File: src/rtl/tlc_pkg.sv
`default_nettype none
// ============================================================================
//  Module   : tlc_pkg
//  Purpose  : Shared state encoding, lamp-vector constants and helpers for the
//             multi-phase traffic light controller.
//  Revision : 1.0 - initial release
// ============================================================================
package tlc_pkg;

    typedef enum logic [1:0] {
        ST_ALL_RED = 2'd0,
        ST_GREEN   = 2'd1,
        ST_YELLOW  = 2'd2,
        ST_FLASH   = 2'd3
    } tlc_state_e;

    localparam int         c_max_dir   = 8;
    localparam logic [7:0] c_lamps_on  = 8'hFF;
    localparam logic [7:0] c_lamps_off = 8'h00;
    localparam logic [7:0] c_lamp_dir0 = 8'h01;

    function automatic int tlc_max4(input int a, input int b, input int c, input int d);
        int m;
        m = a;
        if (b > m) m = b;
        if (c > m) m = c;
        if (d > m) m = d;
        return m;
    endfunction

endpackage
`default_nettype wire

File: src/rtl/tlc_rr_select.sv
`default_nettype none
// ============================================================================
//  Module   : tlc_rr_select
//  Purpose  : Combinational round-robin picker: first demanding direction
//             after the current phase, wrapping back onto the current phase.
//  Revision : 1.0 - initial release
// ============================================================================
module tlc_rr_select #(
    parameter int NUM_DIR = 4
) (
    input  logic [NUM_DIR-1:0]         sensor,
    input  logic [$clog2(NUM_DIR)-1:0] phase,
    output logic [$clog2(NUM_DIR)-1:0] next_phase
);

    localparam int c_pw = $clog2(NUM_DIR);

    logic            w_found;
    logic [c_pw-1:0] w_idx;

    always_comb begin
        // With no demand anywhere the controller simply steps to the neighbour.
        next_phase = c_pw'((int'(phase) + 1) % NUM_DIR);
        w_found    = 1'b0;
        w_idx      = '0;
        for (int i = 1; i <= NUM_DIR; i++) begin
            w_idx = c_pw'((int'(phase) + i) % NUM_DIR);
            if (!w_found && sensor[w_idx]) begin
                next_phase = w_idx;
                w_found    = 1'b1;
            end
        end
    end

endmodule
`default_nettype wire

File: src/rtl/multi_phase_traffic_ctrl.sv
`default_nettype none
// ============================================================================
//  Module   : multi_phase_traffic_ctrl
//  Purpose  : Demand-actuated N-phase intersection controller with min/max
//             green, yellow, all-red clearance and night flashing mode.
//  Revision : 1.0 - initial release
// ============================================================================
module multi_phase_traffic_ctrl
    import tlc_pkg::*;
#(
    parameter int NUM_DIR   = 4,
    parameter int GREEN_MIN = 4,
    parameter int GREEN_MAX = 10,
    parameter int YELLOW_T  = 2,
    parameter int ALLRED_T  = 1,
    parameter int FLASH_T   = 3
) (
    input  logic                       clk,
    input  logic                       rst,
    input  logic [NUM_DIR-1:0]         sensor,
    input  logic                       night_mode,
    output logic [NUM_DIR-1:0]         red,
    output logic [NUM_DIR-1:0]         yellow,
    output logic [NUM_DIR-1:0]         green,
    output logic [$clog2(NUM_DIR)-1:0] phase
);

    localparam int c_pw   = $clog2(NUM_DIR);
    localparam int c_tmax = tlc_max4(GREEN_MAX, YELLOW_T, ALLRED_T, FLASH_T);
    localparam int c_tw   = $clog2(c_tmax) + 1;

    localparam logic [c_tw-1:0] c_green_min_last = c_tw'(GREEN_MIN - 1);
    localparam logic [c_tw-1:0] c_green_max_last = c_tw'(GREEN_MAX - 1);
    localparam logic [c_tw-1:0] c_green_sat      = c_tw'(GREEN_MAX);
    localparam logic [c_tw-1:0] c_yellow_last    = c_tw'(YELLOW_T - 1);
    localparam logic [c_tw-1:0] c_allred_last    = c_tw'(ALLRED_T - 1);
    localparam logic [c_tw-1:0] c_flash_last     = c_tw'(FLASH_T - 1);
    localparam logic [c_pw-1:0] c_last_dir       = c_pw'(NUM_DIR - 1);

    localparam logic [NUM_DIR-1:0] c_all  = c_lamps_on[NUM_DIR-1:0];
    localparam logic [NUM_DIR-1:0] c_none = c_lamps_off[NUM_DIR-1:0];
    localparam logic [NUM_DIR-1:0] c_dir0 = c_lamp_dir0[NUM_DIR-1:0];

    if (NUM_DIR < 2 || NUM_DIR > c_max_dir || GREEN_MIN < 1 || GREEN_MAX < GREEN_MIN ||
        YELLOW_T < 1 || ALLRED_T < 1 || FLASH_T < 1) begin : g_param_check
        $fatal(1, "multi_phase_traffic_ctrl: illegal parameter value");
    end

    tlc_state_e         r_state;
    tlc_state_e         w_state_nxt;
    logic [c_tw-1:0]    r_timer;
    logic [c_tw-1:0]    w_timer_nxt;
    logic [c_pw-1:0]    r_phase;
    logic [c_pw-1:0]    w_phase_nxt;
    logic [c_pw-1:0]    w_rr_phase;
    logic               r_flash;
    logic               w_flash_nxt;
    logic [NUM_DIR-1:0] r_red;
    logic [NUM_DIR-1:0] r_yellow;
    logic [NUM_DIR-1:0] r_green;
    logic [NUM_DIR-1:0] w_red_nxt;
    logic [NUM_DIR-1:0] w_yellow_nxt;
    logic [NUM_DIR-1:0] w_green_nxt;
    logic [NUM_DIR-1:0] w_cur_mask;
    logic [NUM_DIR-1:0] w_nxt_mask;
    logic               w_competing;
    logic               w_own_demand;

    tlc_rr_select #(
        .NUM_DIR    (NUM_DIR)
    ) u_rr_select (
        .sensor     (sensor),
        .phase      (r_phase),
        .next_phase (w_rr_phase)
    );

    assign w_cur_mask   = c_dir0 << r_phase;
    assign w_own_demand = |(sensor & w_cur_mask);
    assign w_competing  = (|(sensor & ~w_cur_mask)) | night_mode;

    always_comb begin
        w_state_nxt = r_state;
        w_timer_nxt = r_timer;
        w_phase_nxt = r_phase;
        w_flash_nxt = r_flash;
        case (r_state)
            ST_ALL_RED: begin
                if (r_timer >= c_allred_last) begin
                    w_timer_nxt = '0;
                    if (night_mode) begin
                        w_state_nxt = ST_FLASH;
                        w_flash_nxt = 1'b1;
                    end else begin
                        w_state_nxt = ST_GREEN;
                        w_phase_nxt = w_rr_phase;
                    end
                end else begin
                    w_timer_nxt = r_timer + 1'b1;
                end
            end
            ST_GREEN: begin
                if (w_competing && ((r_timer >= c_green_max_last) ||
                                    ((r_timer >= c_green_min_last) && !w_own_demand))) begin
                    w_state_nxt = ST_YELLOW;
                    w_timer_nxt = '0;
                end else if (r_timer < c_green_sat) begin
                    // Saturate so an indefinitely resting green never wraps.
                    w_timer_nxt = r_timer + 1'b1;
                end
            end
            ST_YELLOW: begin
                if (r_timer >= c_yellow_last) begin
                    w_state_nxt = ST_ALL_RED;
                    w_timer_nxt = '0;
                end else begin
                    w_timer_nxt = r_timer + 1'b1;
                end
            end
            ST_FLASH: begin
                if (!night_mode) begin
                    // Parking the phase on the last direction restarts service at 0.
                    w_state_nxt = ST_ALL_RED;
                    w_timer_nxt = '0;
                    w_phase_nxt = c_last_dir;
                    w_flash_nxt = 1'b0;
                end else if (r_timer >= c_flash_last) begin
                    w_timer_nxt = '0;
                    w_flash_nxt = ~r_flash;
                end else begin
                    w_timer_nxt = r_timer + 1'b1;
                end
            end
            default: begin
                w_state_nxt = ST_ALL_RED;
                w_timer_nxt = '0;
            end
        endcase
    end

    // Lamps are decoded from the next state so they change on the same edge.
    always_comb begin
        w_red_nxt    = c_all;
        w_yellow_nxt = c_none;
        w_green_nxt  = c_none;
        w_nxt_mask   = c_dir0 << w_phase_nxt;
        case (w_state_nxt)
            ST_GREEN: begin
                w_green_nxt = w_nxt_mask;
                w_red_nxt   = ~w_nxt_mask;
            end
            ST_YELLOW: begin
                w_yellow_nxt = w_nxt_mask;
                w_red_nxt    = ~w_nxt_mask;
            end
            ST_FLASH: begin
                w_yellow_nxt = {NUM_DIR{w_flash_nxt}} & c_dir0;
                w_red_nxt    = {NUM_DIR{w_flash_nxt}} & ~c_dir0;
            end
            default: begin
                w_red_nxt = c_all;
            end
        endcase
    end

    always_ff @(posedge clk or posedge rst) begin
        if (rst) begin
            r_state  <= ST_ALL_RED;
            r_timer  <= '0;
            r_phase  <= c_last_dir;
            r_flash  <= 1'b0;
            r_red    <= c_all;
            r_yellow <= c_none;
            r_green  <= c_none;
        end else begin
            r_state  <= w_state_nxt;
            r_timer  <= w_timer_nxt;
            r_phase  <= w_phase_nxt;
            r_flash  <= w_flash_nxt;
            r_red    <= w_red_nxt;
            r_yellow <= w_yellow_nxt;
            r_green  <= w_green_nxt;
        end
    end

    assign red    = r_red;
    assign yellow = r_yellow;
    assign green  = r_green;
    assign phase  = r_phase;

endmodule
`default_nettype wire

File: config.mk
export PLATFORM = sky130hd
export DESIGN_NAME = multi_phase_traffic_ctrl
export DESIGN_NICKNAME = d
export VERILOG_FILES = /design/src/rtl/tlc_pkg.sv /design/src/rtl/tlc_rr_select.sv /design/src/rtl/multi_phase_traffic_ctrl.sv
export SDC_FILE = /design/constraint.sdc
export NUM_CORES = 1
export LEC_CHECK = 0
export ABC_AREA = 1
export CAP_MARGIN = 40
export CELL_PAD_IN_SITES_DETAIL_PLACEMENT = 0
export CELL_PAD_IN_SITES_GLOBAL_PLACEMENT = 1
export CORE_MARGIN = 3
export CORE_UTILIZATION = 43
export CTS_CLUSTER_SIZE = 12
export DETAILED_ROUTE_END_ITERATION = 8
export GPL_TIMING_DRIVEN = 0
export PLACE_DENSITY = 0.88
export SYNTH_ARGS = -nofsm -noshare
export SYNTH_HDL_FRONTEND = slang
export SYNTH_SLANG_ARGS = --single-unit
File: constraint.sdc
create_clock -name clk -period 4.03 [get_ports clk]
set_input_delay 0.403 -clock clk [delete_from_list [all_inputs] [get_ports clk]]
set_output_delay 0.403 -clock clk [all_outputs]
set_load 0.05 [all_outputs]
==> impl_results.md, run 1 <==
* Status: complete, no violations
* Area grow syn2layout at 21.5%
* Worst-Margin Slew at 507 ps
* Initial drt markers at 57
* Total GRT Usage at 15.2%
* Critical path startpoint category: flop
* Post-Place Worst Slack at 1260 ps
* Cts repair resizes at 0
* Max transition margin at 66.1%
* NumNets Final at 258
* Top FF cell, synth: dfrtp_1
* Mapped Cells at 210
* Reg clk slew, reported paths at 120 ps
* FP Rows at 21
* Slew Viols, Final at 0
* Mapped Area at 1570 µm²
* Die Y at 66.5 µm
* Ys Warns at 0
* Htree depth at 1
* CORE AREA at 3420 µm²
* Fin worst setup slack at 1290 ps
* Skew final at 3.44 ps
* Unrepaired setup endpoints after global routing: no
* Sink Count at 22
* Seq/Total Area, Yosys at 35.5%
* Avg Cell Area, Syn at 7.48 µm²
* CTS Hold Bufs at 0
* Initial Utilization at 46.0%
* Worst setup path category: reg2reg
* TritonCTS clock tree: done
* Peak Freq at 0.365 GHz
* Worst path slowest cell: dfstp_2
* Synthesized net count at 232
* Type of the worst min-delay path: in2async
* Max VDD drop at 0.000488 V
* Dpl hpwl at 2530 µm
* Flops & latches, synth at 22
* Chip width at 66.5 µm
* Crit-path most repeated cell: nand2_1
* Ys async rst share at 100%
* Fin crit period at 2740 ps
* Power per Cell Area at 923 nW/µm²
* GRT Residual Overflow at 0
* CP required at 4270 ps
* Layout cell share with drive strength beyond 1 at 13.6%
* Worst-path fanout max at 11
* Setup TNS at 0 ps
* Total CTS buffers at 3
* WL/cell at 11.0 µm
* Final Power at 0.00176 W
* Largest net degree at the start of global routing at 19
* Max Root-Sink Buffers at 2
* Worst EP arrival at 2970 ps
* Max stage delay on crit path at 590 ps
* N_diodes at 0
* Via count at 1,371
* Post-DR vias/cell at 4.88
* Final Hold Fails at 0
* Io pins at 21
* Routed WL at 3100 µm
* First-pass GRT wire length at 5320 µm
* Initial antenna violation count at 0
* DRC Markers at 0
* Final ANT Viol Nets at 0
* Full die area at 4420 µm²
* Number of port buffers at 20
* Routability Congestion at 0.744
* Final worst-path cycle share at 67.9%
* Max Cap Viol at 0
* CP cell instances: buf_6, inv_8, ha_1, nand2_1, nand2_1, a21oi_1, nand3_1, nand2_1, o31ai_1, nand2_1, a21oi_1, nor2_1, inv_1, ha_1, inv_1, a21oi_1, nor2_1, nand2_1
* Drt pass-1 iters at 4
* Register-to-register setup slack at 1290 ps
* Static leakage at 0.979 nW
* Root Buffer: clkbuf_4
* Number of synthesized flops with an enable pin at 0
* Finish-stage setup viols at 0
* Clock latency on the worst-skew pair at 300 ps
* Post-synth cell types at 27
* CP Capture Type: flop
* Vias in the first global route at 1,257
* Post-CTS setup buffer count at 0
==> cells by family after synthesis <==
| family | after synthesis | share of synthesized area [%] |
|---|---|---|
| fa+ha+maj | 15 | 11.9 |
| buf+inv | 30 | 8.12 |
| simple gates | 120 | 33.8 |
| flops | 22 | 35.5 |
| xor+xnor | 2 | 1.11 |
| mux | 1 | 0.637 |
| compound gates | 20 | 8.84 |
==> placed cells by master, fill, tap and decap left out, types with 6 or more instances in the layout <==
cell type | Yosys | routed
clkdlybuf4s50_1 | 0 | 20
nand3_1 | 17 | 17
nand2_1 | 62 | 62
nor2_1 | 24 | 24
ha_1 | 15 | 15
nand2_2 | 10 | 10
a21oi_1 | 6 | 6
inv_1 | 27 | 27
dfstp_2 | 6 | 6
dfrtp_1 | 16 | 16
==> final cells by class <==
cell class	count	area, µm²
buffer	1	11.3
clock buffer	3	22.5
clock inverter	1	30.0
fill	321	1510
inverter	29	116
multi-input combinational	158	886
sequential	22	558
tap	46	57.6
timing repair buffer	21	228
==> worst paths after layout <==
check / start / to / cells past startpoint
min reg2reg: r_flash / r_flash / 2
min: rst / yellow[0] / 2
max reg2reg: phase[0] / red[2] / 18
min in group clk: r_flash / r_flash / 2
max: phase[0] / red[2] / 18
max in group asynchronous: rst / red[2] / 3
==> layer usage <==
| layer | wire length, µm | track usage (%) | share of wire, % | vias up |
|---|---|---|---|---|
| li1 | - | - | - | 708 |
| met3 | 140 | 1.52 | 4.5 | 2 |
| met4 | 17 | 3.81 | 0.55 | 0 |
| met5 | 0 | 0 | 0 | - |
| met1 | 1370 | 18.9 | 44 | 630 |
| met2 | 1580 | 27.9 | 51 | 31 |
==> state kept, by name (all words and copies together), names as in the netlist <==
signal	count
phase	2
r_flash	1
r_state	2
yellow	4
r_timer	5
red	4
green	4
==> where the power goes <==
part / internal (W) / total, W / switching, W
clock: 0.000100 / 0.000165 / 0.0000644
combinational: 0.000414 / 0.00123 / 0.000816
sequential: 0.000318 / 0.000368 / 0.0000494
==> critical path: cells and delay by family (launching register included) <==
kind / cells / cell delay (ps)
DFF: 1 / 590
AOI/OAI and AO/OA: 4 / 330
buffers and inverters: 4 / 430
adders and majority gates: 2 / 400
and+or+nand+nor: 8 / 910
==> per-stage QoR <==
step | hold slack [ps] | utilization, % | instance area (µm²) | std cells
2_1_floorplan | 388 | - | 1570 | 210
3_3_place_gp | 502 | 53.6 | 1830 | 276
3_5_place_dp | 519 | 54.4 | 1860 | 277
4_1_cts | 325 | 55.9 | 1910 | 281
5_1_grt | 354 | 55.9 | 1910 | 281
6_report | 323 | 55.9 | 1910 | 281
==> synth_stat cells (3+ instances only) <==
| cell | instances | area (µm²) |
|---|---|---|
| nand2_1 | 62 | 233 |
| dfrtp_1 | 16 | 400 |
| o22ai_1 | 4 | 25.0 |
| nand3_1 | 17 | 85.1 |
| nand3_2 | 3 | 30.0 |
| inv_1 | 27 | 101 |
| dfstp_2 | 6 | 158 |
| a21oi_1 | 6 | 30.0 |
| ha_1 | 15 | 188 |
| nand2_2 | 10 | 62.6 |
| nor2_1 | 24 | 90.1 |
Note: power is estimated with default switching activity, not from simulation.
==> inputs of run 2 (changes only) <==
Settings changed: CORE_UTILIZATION 43 to 36, PLACE_DENSITY 0.88 to 0.78.
Clock period 4.03 ns to 2.3 ns, I/O delays scaled along.
==> run 2 against run 1 <==
Effect of this change:
- the flow now finishes with violations (setup timing)
- critical path type unchanged
- largest cell class unchanged
- worst setup slack lost 1500 ps
- worst hold slack worse by 87 ps
- core utilization shrank 2.4 points
- first-iteration DRC count decreased by 26%
- critical path depth decreased by 1
- die area is 18% higher
- wire length grew 19%
- maximum frequency increased by 9.9%
- register-to-register slack got worse by 1500 ps
==> impl_results.md, run 2 (synthesis gave the netlist of run 1 again) <==
* Status: finished, violations left
* Failing checks: setup timing
* Finish-stage setup viols at 9 (+9)
* N_diodes at 0 (unchanged)
* Slew Viols, Final at 0 (unchanged)
* Vias in the first global route at 1,331 (+5.9%)
* R2R depth at 17 (-1)
* Worst-Margin Slew at 498 ps (-9.33 ps)
* Total GRT Usage at 14.5% (-0.71 points)
* CP required at 2490 ps (-1780 ps)
* Skew final at 6.77 ps (+3.33 ps)
* Dpl hpwl at 2680 µm (+6.0%)
* Non-filler cells, final at 296 (+5.3%)
* Routed WL at 3710 µm (+19%)
* TritonCTS clock tree: done
* Fin crit period at 2490 ps (-247 ps)
* CP Capture Type: flop
* Worst-path fanout max at 4 (-7)
* Reg clk slew, reported paths at 90 ps (-30 ps)
* Multi-input gate area at 1050 µm² (+19%)
* Max Root-Sink Buffers at 2 (unchanged)
* Htree depth at 1 (unchanged)
* Post-DR vias/cell at 4.70 (-3.6%)
* CORE AREA at 4120 µm² (+20%)
* DRC Markers at 0 (unchanged)
* Initial Utilization at 38.2% (-7.8 points)
* GRT Residual Overflow at 0 (unchanged)
* Number of port buffers at 20 (unchanged)
* Most frequent cells in the layout: nand2_1, inv_1, clkdlybuf4s50_1
* Layout cell share with drive strength beyond 1 at 30.1% (+16 points)
* Worst EP arrival at 2680 ps (-290 ps)
* Root Buffer: clkbuf_8
* Initial drt markers at 42 (-26%)
* Sink Count at 22 (unchanged)
* Final ANT Viol Nets at 0 (unchanged)
* Final Hold Fails at 0 (unchanged)
* Max transition margin at 66.7% (+0.62 points)
* Fill count at 374 (+17%)
* Final worst-path cycle share at 108% (+40 points)
* Chip width at 72.1 µm (+8.4%)
* Via count at 1,392 (+1.5%)
* WL/cell at 12.5 µm (+13%)
* Max FFs per register at 5 (unchanged)
* Core Util, Final at 53.5% (-2.4 points)
* Total CTS buffers at 3 (unchanged)
* Worst setup path category: reg2reg
* Register-to-register setup slack at -190 ps (-1480 ps)
* Full die area at 5190 µm² (+18%)
* Clock latency on the worst-skew pair at 270 ps (-30 ps)
* Largest net degree at the start of global routing at 15 (-4)
* FP Rows at 23 (+9.5%)
* First-pass GRT wire length at 6000 µm (+13%)
* Io pins at 21 (unchanged)
* Drt pass-1 iters at 4 (unchanged)
* Most common cell after layout, fill and taps aside: nand2_1
* Max Cap Viol at 0 (unchanged)
* Critical path startpoint category: flop
* Most flop-heavy register: r_timer
* NumNets Final at 269 (+4.3%)
* Initial antenna violation count at 0 (unchanged)
* Type of the worst min-delay path: in2async
* Routability Congestion at 0.799 (+7.3%)
* Fin worst setup slack at -189 ps (-1480 ps)
* CP Launch Point: phase[1]
* Reg2reg end: red[3]
* Die Y at 72.1 µm (+8.4%)
* Unrepaired setup endpoints after global routing: yes
* FF/Latch Area at 562 µm² (+0.67%)
* R2r startpoint: phase[1]
* Placed insts at 281 (+1.4%)
* Peak Freq at 0.402 GHz (+9.9%)
* Area grow syn2layout at 40.2%
[run 2: final cells by class]
cell class / instances / share of cell area, %
Sequential cell: 22 / 25.5
Clock buffer: 3 / 1.87
Multi-Input combinational cell: 158 / 47.8
Tap cell: 50 / 2.84
Inverter: 29 / 5.91
Clock inverter: 1 / 1.36
Buffer: 1 / 0.681
Timing Repair Buffer: 32 / 14.1
[run 2: how the worst max path moves through the flow]
stage                   to  slack, ps  cells past startpoint
floorplan           red[1]       -170                     18
global placement    red[1]       -400                     17
detailed placement  red[3]       -390                     17
CTS                 red[3]       -100                     16
global route        red[1]       -330                     15
finish              red[3]       -190                     17
[run 2: per-stage QoR]
step                      hold slack (ps)  setup WS [ps]  cell area, µm²  TNS, ps
after detailed placement              528           -385            1880    -2500
after floorplan                       215           -173            1600     -849
after global placement                524           -400            1860    -2710
after global routing                  270           -327            2200    -2490
after CTS                             253          -95.2            2020     -441
final                                 236           -189            2200    -1000
[run 2: metal layers]
layer | global-route usage, % | vias up | wire length (µm)
met1 | 20.0 | 647 | 1840
met5 | 0 | - | 0
li1 | - | 732 | -
met4 | 5.01 | 0 | 54
met2 | 23.2 | 9 | 1780
met3 | 2.08 | 4 | 37
[run 2: repair_timing]
action                     CTS  global route
gates cloned                 0             0
hold buffers                 0             0
pin swaps                    5            24
setup buffers                7             4
setup endpoints to repair   12            12
resized for setup            6            34
[run 2: worst max-delay path, cell delays in order, from the launching register on]
cell        delay (ps)
dfstp_4            640
clkinvlp_4         140
ha_4               190
nand2_2             60
nand2_2             50
a21oi_2             90
nand3_1             90
nand2_2             80
o31ai_4             80
nand2_1            100
a21oi_1             60
nor2_1             170
inv_2               90
buf_12             130
ha_4               270
inv_4               40
nand2_1             50
nand2_1             60
Power of run 2 is left out: the tool's default activity adds up to more than one toggle a clock period on the data nets, which glitch-free logic cannot reach.
==> inputs of run 3 (changes only) <==
Settings changed: GPL_ROUTABILITY_DRIVEN set to 0.
==> results of run 3 <==
The final DEF is identical to that of run 2; final timing and power are the same.
Power of run 3 is left out for the same reason.
